### src/rtl/alu_pkg.sv
`default_nettype none
// ============================================================================
// Module   : alu_pkg
// Purpose  : Shared ALU definitions: add/sub opcode encodings, status-flag
//            bit positions, serial-unit state encoding and opcode helpers.
// Ports    : none (package)
// Revision : 1.0 - initial release
// ============================================================================
package alu_pkg;

    // Opcode encodings. Bit 0 set means B is inverted (subtract family).
    localparam logic [1:0] OP_ADD = 2'b00;
    localparam logic [1:0] OP_SUB = 2'b01;
    localparam logic [1:0] OP_ADC = 2'b10;
    localparam logic [1:0] OP_SBC = 2'b11;

    // Bit positions inside status_flags ({V,C,S,Z}).
    localparam int FLAG_Z = 0;
    localparam int FLAG_S = 1;
    localparam int FLAG_C = 2;
    localparam int FLAG_V = 3;

    // Serial control state encoding.
    localparam logic [0:0] ST_IDLE = 1'b0;
    localparam logic [0:0] ST_BUSY = 1'b1;

    // True for SUB/SBC: B enters the adder inverted (two's complement via c0).
    function automatic logic op_is_sub(input logic [1:0] op);
        return op[0];
    endfunction

    // Initial carry into the least significant digit.
    function automatic logic op_carry_in(input logic [1:0] op, input logic cin);
        case (op)
            OP_ADD:  return 1'b0;
            OP_SUB:  return 1'b1;
            default: return cin;
        endcase
    endfunction

endpackage : alu_pkg
`default_nettype wire

### src/rtl/addsub_serial_if.sv
`default_nettype none
// ============================================================================
// Module   : addsub_serial_if
// Purpose  : Request/response bundle between the ALU dispatch and the
//            digit-serial add/subtract unit.
// Signals  : start, op[1:0], cin, a[WIDTH-1:0], b[WIDTH-1:0]  (to unit)
//            busy, done, result[WIDTH-1:0], status_flags[3:0] (from unit)
// Modports : master (dispatch side), slave (unit side)
// Revision : 1.0 - initial release
// ============================================================================
interface addsub_serial_if #(
    parameter int WIDTH = 16
);
    logic             start;
    logic [1:0]       op;
    logic             cin;
    logic [WIDTH-1:0] a;
    logic [WIDTH-1:0] b;
    logic             busy;
    logic             done;
    logic [WIDTH-1:0] result;
    logic [3:0]       status_flags;

    modport master (
        output start, op, cin, a, b,
        input  busy, done, result, status_flags
    );

    modport slave (
        input  start, op, cin, a, b,
        output busy, done, result, status_flags
    );
endinterface : addsub_serial_if
`default_nettype wire

### src/rtl/addsub_serial_digit.sv
`default_nettype none
// ============================================================================
// Module   : addsub_digit
// Purpose  : Combinational DIGIT-bit adder slice used by the serial unit.
// Ports    : a[DIGIT-1:0]    operand A digit
//            beff[DIGIT-1:0] effective (possibly inverted) operand B digit
//            cin             carry into the digit
//            sum[DIGIT-1:0]  digit sum
//            cout            carry out of the digit
//            msb_cin         carry into the digit's top bit (overflow detect)
// Revision : 1.0 - initial release
// ============================================================================
module addsub_digit #(
    parameter int DIGIT = 4
) (
    input  logic [DIGIT-1:0] a,
    input  logic [DIGIT-1:0] beff,
    input  logic             cin,
    output logic [DIGIT-1:0] sum,
    output logic             cout,
    output logic             msb_cin
);
    logic [DIGIT:0] total;

    assign total   = {1'b0, a} + {1'b0, beff} + (DIGIT+1)'(cin);
    assign sum     = total[DIGIT-1:0];
    assign cout    = total[DIGIT];
    // Recover the carry entering the top bit from that bit's sum equation.
    assign msb_cin = sum[DIGIT-1] ^ a[DIGIT-1] ^ beff[DIGIT-1];
endmodule : addsub_digit
`default_nettype wire

### src/rtl/addsub_serial.sv
`default_nettype none
// ============================================================================
// Module   : addsub_serial
// Purpose  : Digit-serial WIDTH-bit ADD/SUB/ADC/SBC unit, DIGIT bits per
//            cycle, LSB digit first, with registered result and {V,C,S,Z}.
// Ports    : clk  rising-edge clock
//            rst  synchronous active-high reset
//            bus  addsub_serial_if.slave (start/op/cin/a/b in,
//                 busy/done/result/status_flags out)
// Revision : 1.0 - initial release
// ============================================================================
module addsub_serial #(
    parameter int WIDTH = 16,
    parameter int DIGIT = 4
) (
    input  logic           clk,
    input  logic           rst,
    addsub_serial_if.slave bus
);
    import alu_pkg::*;

    localparam int N     = WIDTH / DIGIT;
    localparam int CNT_W = (N > 1) ? $clog2(N) : 1;
    localparam logic [CNT_W-1:0] LAST = CNT_W'(N - 1);

    if (DIGIT < 1 || (WIDTH % DIGIT) != 0) begin : g_bad_params
        $error("addsub_serial: DIGIT must be >= 1 and divide WIDTH");
    end

    logic [0:0]       state;
    logic [CNT_W-1:0] cnt;
    logic [WIDTH-1:0] a_sh;
    logic [WIDTH-1:0] b_sh;
    logic [WIDTH-1:0] res_sh;
    logic             carry;
    logic             sub_mode;
    logic             zero_acc;
    logic             done_q;
    logic [WIDTH-1:0] result_q;
    logic [3:0]       flags_q;

    logic [DIGIT-1:0] a_dig;
    logic [DIGIT-1:0] beff_dig;
    logic [DIGIT-1:0] sum_dig;
    logic             cout_dig;
    logic             msb_cin_dig;
    logic [WIDTH-1:0] res_next;
    logic             zero_next;
    logic             last;

    assign a_dig    = a_sh[DIGIT-1:0];
    assign beff_dig = b_sh[DIGIT-1:0] ^ {DIGIT{sub_mode}};

    addsub_digit #(
        .DIGIT (DIGIT)
    ) u_digit (
        .a       (a_dig),
        .beff    (beff_dig),
        .cin     (carry),
        .sum     (sum_dig),
        .cout    (cout_dig),
        .msb_cin (msb_cin_dig)
    );

    // Result digits enter at the top and walk down, so after N digits the
    // first (least significant) digit has reached bit 0.
    assign res_next  = (res_sh >> DIGIT) | (WIDTH'(sum_dig) << (WIDTH - DIGIT));
    assign zero_next = zero_acc & (sum_dig == '0);
    assign last      = (cnt == LAST);

    always_ff @(posedge clk) begin
        if (rst) begin
            state    <= ST_IDLE;
            cnt      <= '0;
            a_sh     <= '0;
            b_sh     <= '0;
            res_sh   <= '0;
            carry    <= 1'b0;
            sub_mode <= 1'b0;
            zero_acc <= 1'b0;
            done_q   <= 1'b0;
            result_q <= '0;
            flags_q  <= '0;
        end else begin
            done_q <= 1'b0;
            case (state)
                ST_IDLE: begin
                    if (bus.start) begin
                        a_sh     <= bus.a;
                        b_sh     <= bus.b;
                        res_sh   <= '0;
                        sub_mode <= op_is_sub(bus.op);
                        carry    <= op_carry_in(bus.op, bus.cin);
                        zero_acc <= 1'b1;
                        cnt      <= '0;
                        state    <= ST_BUSY;
                    end
                end
                ST_BUSY: begin
                    a_sh     <= a_sh >> DIGIT;
                    b_sh     <= b_sh >> DIGIT;
                    res_sh   <= res_next;
                    carry    <= cout_dig;
                    zero_acc <= zero_next;
                    cnt      <= cnt + CNT_W'(1);
                    if (last) begin
                        result_q         <= res_next;
                        flags_q[FLAG_Z]  <= zero_next;
                        flags_q[FLAG_S]  <= sum_dig[DIGIT-1];
                        flags_q[FLAG_C]  <= cout_dig;
                        // Signed overflow: carry into MSB differs from carry out.
                        flags_q[FLAG_V]  <= cout_dig ^ msb_cin_dig;
                        done_q           <= 1'b1;
                        cnt              <= '0;
                        state            <= ST_IDLE;
                    end
                end
                default: state <= ST_IDLE;
            endcase
        end
    end

    assign bus.busy         = (state == ST_BUSY);
    assign bus.done         = done_q;
    assign bus.result       = result_q;
    assign bus.status_flags = flags_q;
endmodule : addsub_serial
`default_nettype wire

### src/flat_wrapper.sv
// flat-port wrapper written by rule: the top's interface ports become plain ports
module addsub_serial_flat import alu_pkg::*;
#(
    parameter int WIDTH = 16,
    parameter int DIGIT = 4
)
  (clk, rst, bus_start, bus_op, bus_cin, bus_a, bus_b, bus_busy, bus_done, bus_result, bus_status_flags);
  addsub_serial_if #(.WIDTH(WIDTH)) bus_i ();
  input  logic clk;
  input  logic rst;
  input wire logic [$bits(bus_i.start)-1:0] bus_start;
  input wire logic [$bits(bus_i.op)-1:0] bus_op;
  input wire logic [$bits(bus_i.cin)-1:0] bus_cin;
  input wire logic [$bits(bus_i.a)-1:0] bus_a;
  input wire logic [$bits(bus_i.b)-1:0] bus_b;
  output wire logic [$bits(bus_i.busy)-1:0] bus_busy;
  output wire logic [$bits(bus_i.done)-1:0] bus_done;
  output wire logic [$bits(bus_i.result)-1:0] bus_result;
  output wire logic [$bits(bus_i.status_flags)-1:0] bus_status_flags;
  assign bus_i.start = bus_start;
  assign bus_i.op = bus_op;
  assign bus_i.cin = bus_cin;
  assign bus_i.a = bus_a;
  assign bus_i.b = bus_b;
  assign bus_busy = bus_i.busy;
  assign bus_done = bus_i.done;
  assign bus_result = bus_i.result;
  assign bus_status_flags = bus_i.status_flags;
  addsub_serial #(.WIDTH(WIDTH), .DIGIT(DIGIT)) u_core (.clk(clk), .rst(rst), .bus(bus_i));
endmodule
### config.mk
export PLATFORM = sky130hd
export DESIGN_NAME = addsub_serial_flat
export DESIGN_NICKNAME = d
export VERILOG_FILES = /design/src/rtl/alu_pkg.sv /design/src/rtl/addsub_serial_if.sv /design/src/rtl/addsub_serial_digit.sv /design/src/rtl/addsub_serial.sv /design/src/flat_wrapper.sv
export SDC_FILE = /design/constraint.sdc
export NUM_CORES = 1
export LEC_CHECK = 0
export BUFFER_PORTS_ARGS = -buffer_cell sky130_fd_sc_hd__buf_2
export CORE_ASPECT_RATIO = 0.8
export CORE_MARGIN = 4
export CORE_UTILIZATION = 45
export CTS_BUF_LIST = sky130_fd_sc_hd__clkbuf_16
export DETAILED_ROUTE_END_ITERATION = 12
export PLACE_DENSITY = 0.7
export SLEW_MARGIN = 40
export SYNTH_ARGS = -nofsm -noshare
export SYNTH_HDL_FRONTEND = slang
export SYNTH_SLANG_ARGS = --single-unit
export TNS_END_PERCENT = 30
### constraint.sdc
create_clock -name clk -period 2.3 [get_ports clk]
set_clock_uncertainty 0.05 [all_clocks]
set_input_delay 0 -clock clk [delete_from_list [all_inputs] [get_ports clk]]
set_output_delay 0 -clock clk [all_outputs]
set_load 0.02 [all_outputs]
==> impl_metrics.yaml, run 1 <==
setup_path:
  r2r-start: "u_core.sub_mode$_SDFFE_PP0P_"
  path_class: "flop to flop"
  cp-start-kind: "flop"
  crit_buf_inv: 2
  arrival_ns: 2.42
  cp_top_family: "adder cells"
  timing.rr.end: "u_core.zero_acc$_SDFFE_PP0P_"
  ff2ff_path_depth: 8
  cp_max_fo: 4
  required_ns: 2.51
  path_cells: "xor2_2, fa_2, inv_1, fa_2, buf_4, xnor2_2, or4_4, a21oi_2"
  crit_path_frequent_cell: "fa_2"
  rrSetupSlack_ns: 0.09
  max_stage_delay_ns: 0.50
  cp_slowest_cell: "or4_4"
  end_kind: "flop"
clock_network:
  cts.path.max_buffers: 2
  cts_root_buffer: "clkbuf_16"
  htree_levels: 3
  cts_buffers: 9
  clkSinkCount: 70
  cts_tree: "done"
  cts.clk_slew.worst_paths_ns: 0.06
  clkLatencyLatePin_ns: 0.33
power:
  p_per_area_nw_per_um2: 792.1
  seqPwrFrac_pct: 41.7
  clkPwrFrac_pct: 46.5
  power_frac_comb_pct: 11.8
  internal_power_mw: 2.385
  swShare_pct: 23.06
  p_sw_uw: 714.8
  vdd_ir_drop_max_mv: 0.4989
  p_leak_nw: 1.812
yosys:
  synth.yosys.seq_area_share_pct: 48.17
  synth_cells: 315
  syn_nets: 359
  avgSynthCellArea_um2: 9.235
  synth_cell_types: 29
  yosys_warnings: 0
  netlist_area_um2: 2909
  synth-seq-cells: 70
detailed_routing:
  antenna_left: 0
  remaining_drc_errors: 0
  wire_per_inst_um: 13.46
  met3_length_um: 331
  num_vias: 2413
  highest_layer: "met4"
  wl_met2_mm: 2.957
  dr.pass1.iters: 4
  wl_met1_mm: 3.132
  drtIter0Drc: 83
  routed_wl_mm: 6.513
  vias_per_cell: 4.986
floorplan:
  io-pin-count: 60
  core-area_um2: 6100
  die_w_um: 97.89
  rows: 25
  initial_core_util_pct: 47.69
  fp.dieH_um: 79.92
  die_area_um2: 7823
place:
  place.gp.congestion: 0.8631
  dpl_cell_area_um2: 3276
  hpwlAfterDp_mm: 4.292
  io_buffers: 59
  place_ws_ns: -0.003105
final_layout:
  n_fill_cell: 528
  area_delta_synth_final_pct: 34.54
  diodes: 0
  finalNetCount: 442
  drive_gt1_share_pct: 25.31
  finish.utilization_pct: 64.16
  design_area_um2: 3914
  regArea_um2: 1408
  multiInputGateArea_um2: 1411
global_route:
  grt_pass1_wl_mm: 11.06
  grtUsageTotal_pct: 17.68
  antenna_found_initial: 0
  grt.overflow.total: 0
  grt_pass1_vias: 2390
  grt_max_degree: 57
sta:
  fmax_mhz: 453.4
  hold_viol: 0
  period_needed_ns: 2.206
  finalCritPeriodShare_pct: 95.89
  rsz0062_at_grt: "yes"
  setup_viol: 0
  maxSlewViolCount: 0
  setup_ws_ns: 0.09449
  tightestPinTransition_ns: 0.6564
  relSlewSlack_pct: 56.24
min_path:
  min_path_type: "input port to flop"
  whs_endpoint: "u_core.a_sh[10]$_SDFFE_PP0P_"
  holdCritStartpoint: "bus_a[10]"
  hold_path_depth: 5
outcome:
  status: "completed"
run:
  cap_violations: 0
kinds of logic after synthesis:
kind of cell	count (synthesis)	share of synthesized area, %
buf+inv	30	4.215
xor+xnor	8	3.269
simple gates	102	15.78
compound gates	65	13.76
flops	70	48.17
mux	34	11.70
fa+ha+maj	6	3.097
cell usage in the layout (no fill, tap or decap), drive strengths merged:
master,netlist,final
nor3b,14,14
dlygate4sd3,0,27
or2,2,2
clkinvlp,0,2
inv,5,5
nand3,1,1
o21ai,4,4
buf,8,70
fa,2,2
a22o,15,15
a21oi,43,43
nand2b,1,1
mux2i,34,34
xor2,5,5
or4,1,1
dfxtp,70,70
ha,4,4
nor2b,3,3
clkinv,0,3
bufinv,0,2
nor2,74,74
xnor3,1,1
clkbuf,17,9
o21bai,1,1
xnor2,2,2
a21o,1,1
nand2,6,6
a211oi,1,1
how the worst max path moves through the flow:
| stage | start | endpoint | slack, ns | cells past startpoint |
|---|---|---|---|---|
| 2_1_floorplan | u_core.sub_mode$_SDFFE_PP0P_ | u_core.bus.status_flags[3]$_SDFFE_PP0P_ | 0.07 | 10 |
| 3_3_place_gp | u_core.sub_mode$_SDFFE_PP0P_ | u_core.bus.status_flags[3]$_SDFFE_PP0P_ | 0.1 | 9 |
| 3_5_place_dp | u_core.sub_mode$_SDFFE_PP0P_ | u_core.bus.status_flags[3]$_SDFFE_PP0P_ | -0.003 | 9 |
| 4_1_cts | u_core.sub_mode$_SDFFE_PP0P_ | u_core.bus.status_flags[3]$_SDFFE_PP0P_ | 0.02 | 9 |
| 5_1_grt | u_core.sub_mode$_SDFFE_PP0P_ | u_core.zero_acc$_SDFFE_PP0P_ | 0.004 | 8 |
| 6_report | u_core.sub_mode$_SDFFE_PP0P_ | u_core.zero_acc$_SDFFE_PP0P_ | 0.09 | 8 |
timing repair:
item,4_1_cts,5_1_grt
endpoints found under the setup margin,1,1
pin swaps,0,5
hold buffers,27,0
gates resized for setup,1,10
endpoints found under the hold margin,31,0
setup buffers,0,3
gates cloned,0,0
power by group through the flow:
stage                     logic (mW)  clock network [mW]  registers, mW
after floorplan                0.235                   0           1.31
after global placement         0.308                   0           1.32
after detailed placement       0.314                   0           1.32
after CTS                      0.351                1.46           1.29
after global routing           0.409                1.52           1.30
final                          0.365                1.44           1.29
metrics by stage:
stage                      TNS [ns]  power (mW)  std cells  hold WS [ns]
after floorplan                   0       1.543        315       0.09719
after global placement            0       1.623        438        0.1833
after detailed placement  -0.003105       1.631        438        0.1941
after CTS                         0       3.100        481     0.0002458
after global routing              0       3.229        484       0.03609
final                             0       3.100        484      0.003093
per-layer routing:
layer / up-vias / track usage, %
met5: - / 0
met3: 8 / 5.939
met4: 0 / 5.118
met2: 60 / 29.08
met1: 1110 / 22.13
li1: 1235 / -
final cells by class:
type,instances,share of cell area (%)
multi-input cells,215,36.06
clock buffers,9,5.754
inverters,5,0.4795
well taps,81,2.590
flip-flops and latches,70,35.97
clock inverters,7,2.270
repair buffers,97,16.88
sequential cells by signal, summed over array words and instances, names as in the netlist:
register and flops:
u_core.zero_acc 1, u_core.a_sh 16, u_core.res_sh 12, u_core.sub_mode 1, u_core.bus.result 15, u_core.bus.busy 1, u_core.cnt 2, u_core.carry 1
u_core.b_sh 16, u_core.bus.done 1, u_core.bus.status_flags 4
synth_stat cells (all sizes together):
library cell / instances / area (um2)
nor2: 74 / 277.8
nor2b: 3 / 18.77
clkbuf: 17 / 63.81
mux2i: 34 / 340.3
a21oi: 43 / 222.7
nor3b: 14 / 105.1
a22o: 15 / 131.4
nand2b: 1 / 6.260
fa: 2 / 40.04
o21ai: 4 / 23.77
a211oi: 1 / 7.510
dfxtp: 70 / 1401
ha: 4 / 50.05
xnor3: 1 / 26.28
a21o: 1 / 7.510
xor2: 5 / 43.79
or4: 1 / 11.26
buf: 8 / 40.04
inv: 5 / 18.77
o21bai: 1 / 7.510
nand3: 1 / 5.000
xnor2: 2 / 25.03
or2: 2 / 12.51
nand2: 6 / 22.52
worst register-to-register path: stages (launching register included):
cell and delay (ns):
dfxtp_4 0.36, xor2_2 0.18, fa_2 0.22, inv_1 0.06, fa_2 0.37, buf_4 0.15
xnor2_2 0.14, or4_4 0.50, a21oi_2 0.12
No activity file was read; power rests on OpenSTA's default activity.
==> inputs of run 2 (changes only) <==
PLACE_DENSITY = 0.68   (was 0.7)
clock period = 2.4 ns   (was 2.3 ns; I/O delays follow)
==> impl_metrics.yaml, run 2 (same netlist as run 1, synthesis figures left out) <==
clock_network:
  clkSinkCount: 70
  cts_root_buffer: "clkbuf_16"
  htree_levels: 3
  cts_tree: "done"
  cts_buffers: 9
  cts.clk_slew.worst_paths_ns: 0.06
  clkLatencyLatePin_ns: 0.32
  cts.path.max_buffers: 2
final_layout:
  diodes: 0
  drive_gt1_share_pct: 23.37
  design_area_um2: 3884
  finish.utilization_pct: 63.67
  multiInputGateArea_um2: 1400
  area_delta_synth_final_pct: 33.51
  n_fill_cell: 512
  mostFrequentLayoutCell: "nor2_1"
  finalNetCount: 437
  stdcell_count: 479
  final_cell_mix: "nor2_1 (74), dfxtp_1 (67), buf_2 (59)"
  regArea_um2: 1405
floorplan:
  core-area_um2: 6100
  initial_core_util_pct: 47.69
  fp.dieH_um: 79.92
  die_area_um2: 7823
  die_w_um: 97.89
  io-pin-count: 60
  rows: 25
detailed_routing:
  routed_wl_mm: 6.487
  vias_per_cell: 5.008
  dr.pass1.iters: 5
  wire_per_inst_um: 13.54
  remaining_drc_errors: 0
  drtIter0Drc: 105
  antenna_left: 0
  num_vias: 2399
place:
  dpl_cell_area_um2: 3261
  hpwlAfterDp_mm: 4.138
  dp.cells: 436
  io_buffers: 59
  place.gp.congestion: 0.8844
  place_ws_ns: 0.06207
power:
  p_per_area_nw_per_um2: 789.3
  vdd_ir_drop_max_mv: 0.4732
  p_leak_nw: 1.788
setup_path:
  path_cells: "xor2_2, fa_1, inv_1, fa_1, nor2b_1, o21ai_0, nand2b_1, xnor3_4, o21ai_1"
  cp-start-kind: "flop"
  cp_max_fo: 3
  cp_top_family: "XOR/XNOR gates"
  crit_path_frequent_cell: "fa_1"
  max_stage_delay_ns: 0.48
  end_kind: "flop"
  path_class: "flop to flop"
  required_ns: 2.61
  cp_slowest_cell: "xnor3_4"
  crit_buf_inv: 1
  arrival_ns: 2.43
min_path:
  min_path_type: "input port to flop"
global_route:
  antenna_found_initial: 0
  grt.overflow.total: 0
  grtUsageTotal_pct: 17.47
  grt_max_degree: 55
  grt_pass1_vias: 2308
  grt_pass1_wl_mm: 10.97
sta:
  setup_ws_ns: 0.1804
  fmax_mhz: 450.5
  rsz0062_at_grt: "no"
  maxSlewViolCount: 0
  tightestPinTransition_ns: 0.7106
  relSlewSlack_pct: 52.62
  tns_ns: 0
  period_needed_ns: 2.220
  hold_viol: 0
  finalCritPeriodShare_pct: 92.48
  setup_viol: 0
run:
  cap_violations: 0
outcome:
  status: "completed"
==> run 2: cell count changes in the layout (fill, tap and decap cells not counted), sizes merged <==
cell,previous run,this run
buf,70,66
bufinv,2,3
clkinv,3,2
dlygate4sd3,27,26
==> run 2: final cells by class <==
cell class	count	area share (%)
sequential	70	36.18
multi-input combinational	215	36.05
timing repair buffer	92	15.98
clock buffer	9	5.799
clock inverter	7	2.899
tap	81	2.610
inverter	5	0.4832
==> run 2: repair_timing <==
action,4_1_cts,5_1_grt
gates resized for setup,0,5
hold buffers,26,0
endpoints found under the setup margin,0,1
buffers inserted,0,1
endpoints found under the hold margin,33,0
==> run 2: final timing paths <==
| path | slack [ns] | endpoint | from | depth (start not counted) |
|---|---|---|---|---|
| worst min-delay path | 0.008 | u_core.a_sh[4]$_SDFFE_PP0P_ | bus_a[4] | 5 |
| worst max-delay path | 0.18 | u_core.bus.status_flags[3]$_SDFFE_PP0P_ | u_core.sub_mode$_SDFFE_PP0P_ | 9 |
| worst min register to register | 0.40 | u_core.bus.status_flags[0]$_SDFFE_PP0P_ | u_core.bus.status_flags[0]$_SDFFE_PP0P_ | 2 |
| worst max register to register | 0.18 | u_core.bus.status_flags[3]$_SDFFE_PP0P_ | u_core.sub_mode$_SDFFE_PP0P_ | 9 |
==> run 2: metal layers <==
layer	up-vias	GRT usage (%)	routed length, um
li1	1214	-	-
met1	1134	23.09	3106
met2	49	27.31	2969
met5	-	0	0
met4	0	4.011	24
met3	2	6.376	387
==> run 2: metrics by stage <==
stage,hold slack (ns),power (mW)
finish,0.007656,3.066
floorplan,0.09719,1.478
detailed placement,0.1937,1.565
global placement,0.1860,1.557
CTS,0.00004313,3.080
global route,0.02199,3.184
==> run 2: tightest hold or removal path, stage by stage <==
cell     delay (ns)
buf_2          0.09
mux2i_1        0.06
nor2_1         0.08
a21oi_1        0.04
nor2_1         0.07
==> run 2: power breakdown <==
group	internal (mW)	switching, mW	total [mW]
Combinational	0.168	0.173	0.341
Sequential	1.21	0.0296	1.24
Clock	1.01	0.480	1.49
Total	2.38	0.683	3.07
==> inputs of run 3 (changes only) <==
==> constraint.sdc (replaced) <==
create_clock -name clk -period 2.4 [get_ports clk]
set_clock_uncertainty 0.05 [all_clocks]
set_input_delay 0.48 -clock clk [delete_from_list [all_inputs] [get_ports clk]]
set_output_delay 0.48 -clock clk [all_outputs]
set_load 0.02 [all_outputs]
==> impl_metrics.yaml, run 3 (same netlist as run 1, synthesis figures left out) <==
outcome:
  status: "completed"
setup_path:
  r2r-start: "u_core.sub_mode$_SDFFE_PP0P_"
  ff2ff_path_depth: 9
  cp_max_fo: 3
  max_stage_delay_ns: 0.47
  arrival_ns: 2.45
  required_ns: 2.61
  crit_buf_inv: 1
  path_cells: "xor2_2, fa_2, inv_1, fa_1, nor2b_1, o21ai_0, nand2b_1, xnor3_4, o21ai_1"
  path_class: "flop to flop"
  cp-start-kind: "flop"
  rrSetupSlack_ns: 0.16
  end_kind: "flop"
  startpoint: "u_core.sub_mode$_SDFFE_PP0P_"
  cp_top_family: "XOR/XNOR gates"
  timing.rr.end: "u_core.bus.status_flags[3]$_SDFFE_PP0P_"
  cp_slowest_cell: "xnor3_4"
place:
  place.gp.congestion: 0.8775
  hpwlAfterDp_mm: 4.112
  dp.cells: 437
  io_buffers: 59
clock_network:
  cts_hold_buf: 0
  cts.clk_slew.worst_paths_ns: 0.06
  cts_buffers: 9
  htree_levels: 3
  cts_root_buffer: "clkbuf_16"
  clkSinkCount: 70
  cts.path.max_buffers: 2
  clkLatencyLatePin_ns: 0.33
  cts_tree: "done"
final_layout:
  drive_gt1_share_pct: 24.93
  area_delta_synth_final_pct: 23.78
  finalNetCount: 412
  final_cell_mix: "nor2_1 (74), dfxtp_1 (67), buf_2 (59)"
  multiInputGateArea_um2: 1403
  diodes: 0
  n_fill_cell: 542
  mostFrequentLayoutCell: "nor2_1"
  stdcell_count: 454
  regArea_um2: 1405
detailed_routing:
  vias_per_cell: 5.022
  drtIter0Drc: 75
  routed_wl_mm: 6.213
  num_vias: 2280
  wire_per_inst_um: 13.69
  antenna_left: 0
  dr.pass1.iters: 4
  remaining_drc_errors: 0
global_route:
  grtUsageTotal_pct: 17.10
  grt_pass1_vias: 2208
  grt_max_degree: 56
  antenna_found_initial: 0
  grt.overflow.total: 0
  grt_pass1_wl_mm: 10.55
floorplan:
  fp.dieH_um: 79.92
  initial_core_util_pct: 47.69
  die_w_um: 97.89
  rows: 25
  io-pin-count: 60
  die_area_um2: 7823
  core-area_um2: 6100
power:
  power_frac_comb_pct: 10.7
  internal_power_mw: 2.244
  p_leak_nw: 1.678
  clkPwrFrac_pct: 46.7
  p_per_area_nw_per_um2: 806.9
  p_sw_uw: 662.0
  seqPwrFrac_pct: 42.6
  vdd_ir_drop_max_mv: 0.5273
  swShare_pct: 22.78
sta:
  hold_viol: 0
  maxSlewViolCount: 0
  period_needed_ns: 2.245
  fmax_mhz: 445.5
  relSlewSlack_pct: 53.35
  finalCritPeriodShare_pct: 93.53
  tns_ns: 0
  tightestPinTransition_ns: 0.6997
  setup_viol: 0
  rsz0062_at_grt: "no"
run:
  cap_violations: 0
min_path:
  whs_endpoint: "u_core.a_sh[14]$_SDFFE_PP0P_"
  holdCritStartpoint: "bus_a[14]"
  hold_path_depth: 3
  min_path_type: "input port to flop"
-- run 3: changes by cell type in the layout (fill, tap and decap cells not counted) --
cell / before / now
clkinv_2: 0 / 1
fa_2: 0 / 1
clkinvlp_4: 2 / 0
inv_1: 5 / 6
fa_1: 2 / 1
buf_4: 6 / 7
clkinv_1: 2 / 3
dlygate4sd3_1: 26 / 0
bufinv_16: 3 / 2
-- run 3: worst max path at each step --
stage / endpoint / slack, ns / depth (start not counted)
4_1_cts: u_core.bus.status_flags[3]$_SDFFE_PP0P_ / 0.03 / 9
6_report: u_core.bus.status_flags[3]$_SDFFE_PP0P_ / 0.16 / 9
2_1_floorplan: u_core.bus.status_flags[3]$_SDFFE_PP0P_ / 0.17 / 10
3_3_place_gp: u_core.bus.status_flags[3]$_SDFFE_PP0P_ / 0.19 / 9
3_5_place_dp: u_core.bus.status_flags[3]$_SDFFE_PP0P_ / 0.04 / 9
5_1_grt: u_core.bus.status_flags[3]$_SDFFE_PP0P_ / 0.02 / 9
-- run 3: cell type report --
cell class              count  area share (%)
clock buffers               9           6.254
clock inverters             7           2.224
inverters                   5          0.5212
multi-input cells         215           38.95
flip-flops and latches     70           39.02
well taps                  81           2.814
repair buffers             67           10.22
-- run 3: through the flow --
step	hold slack, ns	area (um2)	power, mW	utilization (%)	setup slack, ns
final	0.3397	3601	2.906	59.04	0.1553
after detailed placement	0.3971	3268	1.564	53.58	0.03696
after global placement	0.3917	3268	1.559	53.58	0.1907
after global routing	0.3595	3601	3.031	59.04	0.01791
after CTS	0.3356	3573	2.921	58.58	0.02705
after floorplan	0.3844	2909	1.478	-	0.1729
-- run 3: repair_timing --
action | CTS | global route
endpoints found under the setup margin | 0 | 3
setup buffers | 0 | 1
gates resized for setup | 0 | 6
-- run 3: layer usage --
metal	GRT usage, %	share of wire (%)	vias to the layer above
li1	-	-	1176
met1	22.25	49	1058
met2	25.68	44	38
met3	6.987	5.5	8
met4	5.809	1.4	0
met5	0	0	-
-- run 3: tightest hold or removal path, stage by stage --
cell and delay [ns]:
buf_2 0.07, mux2i_1 0.06, nor2_1 0.07
-- run 3: power groups by stage --
stage / Clock (mW) / Sequential [mW] / Combinational [mW]
after CTS: 1.38 / 1.24 / 0.306
after global placement: 0 / 1.26 / 0.300
after global routing: 1.44 / 1.24 / 0.348
after floorplan: 0 / 1.25 / 0.225
after detailed placement: 0 / 1.26 / 0.304
final: 1.36 / 1.24 / 0.310
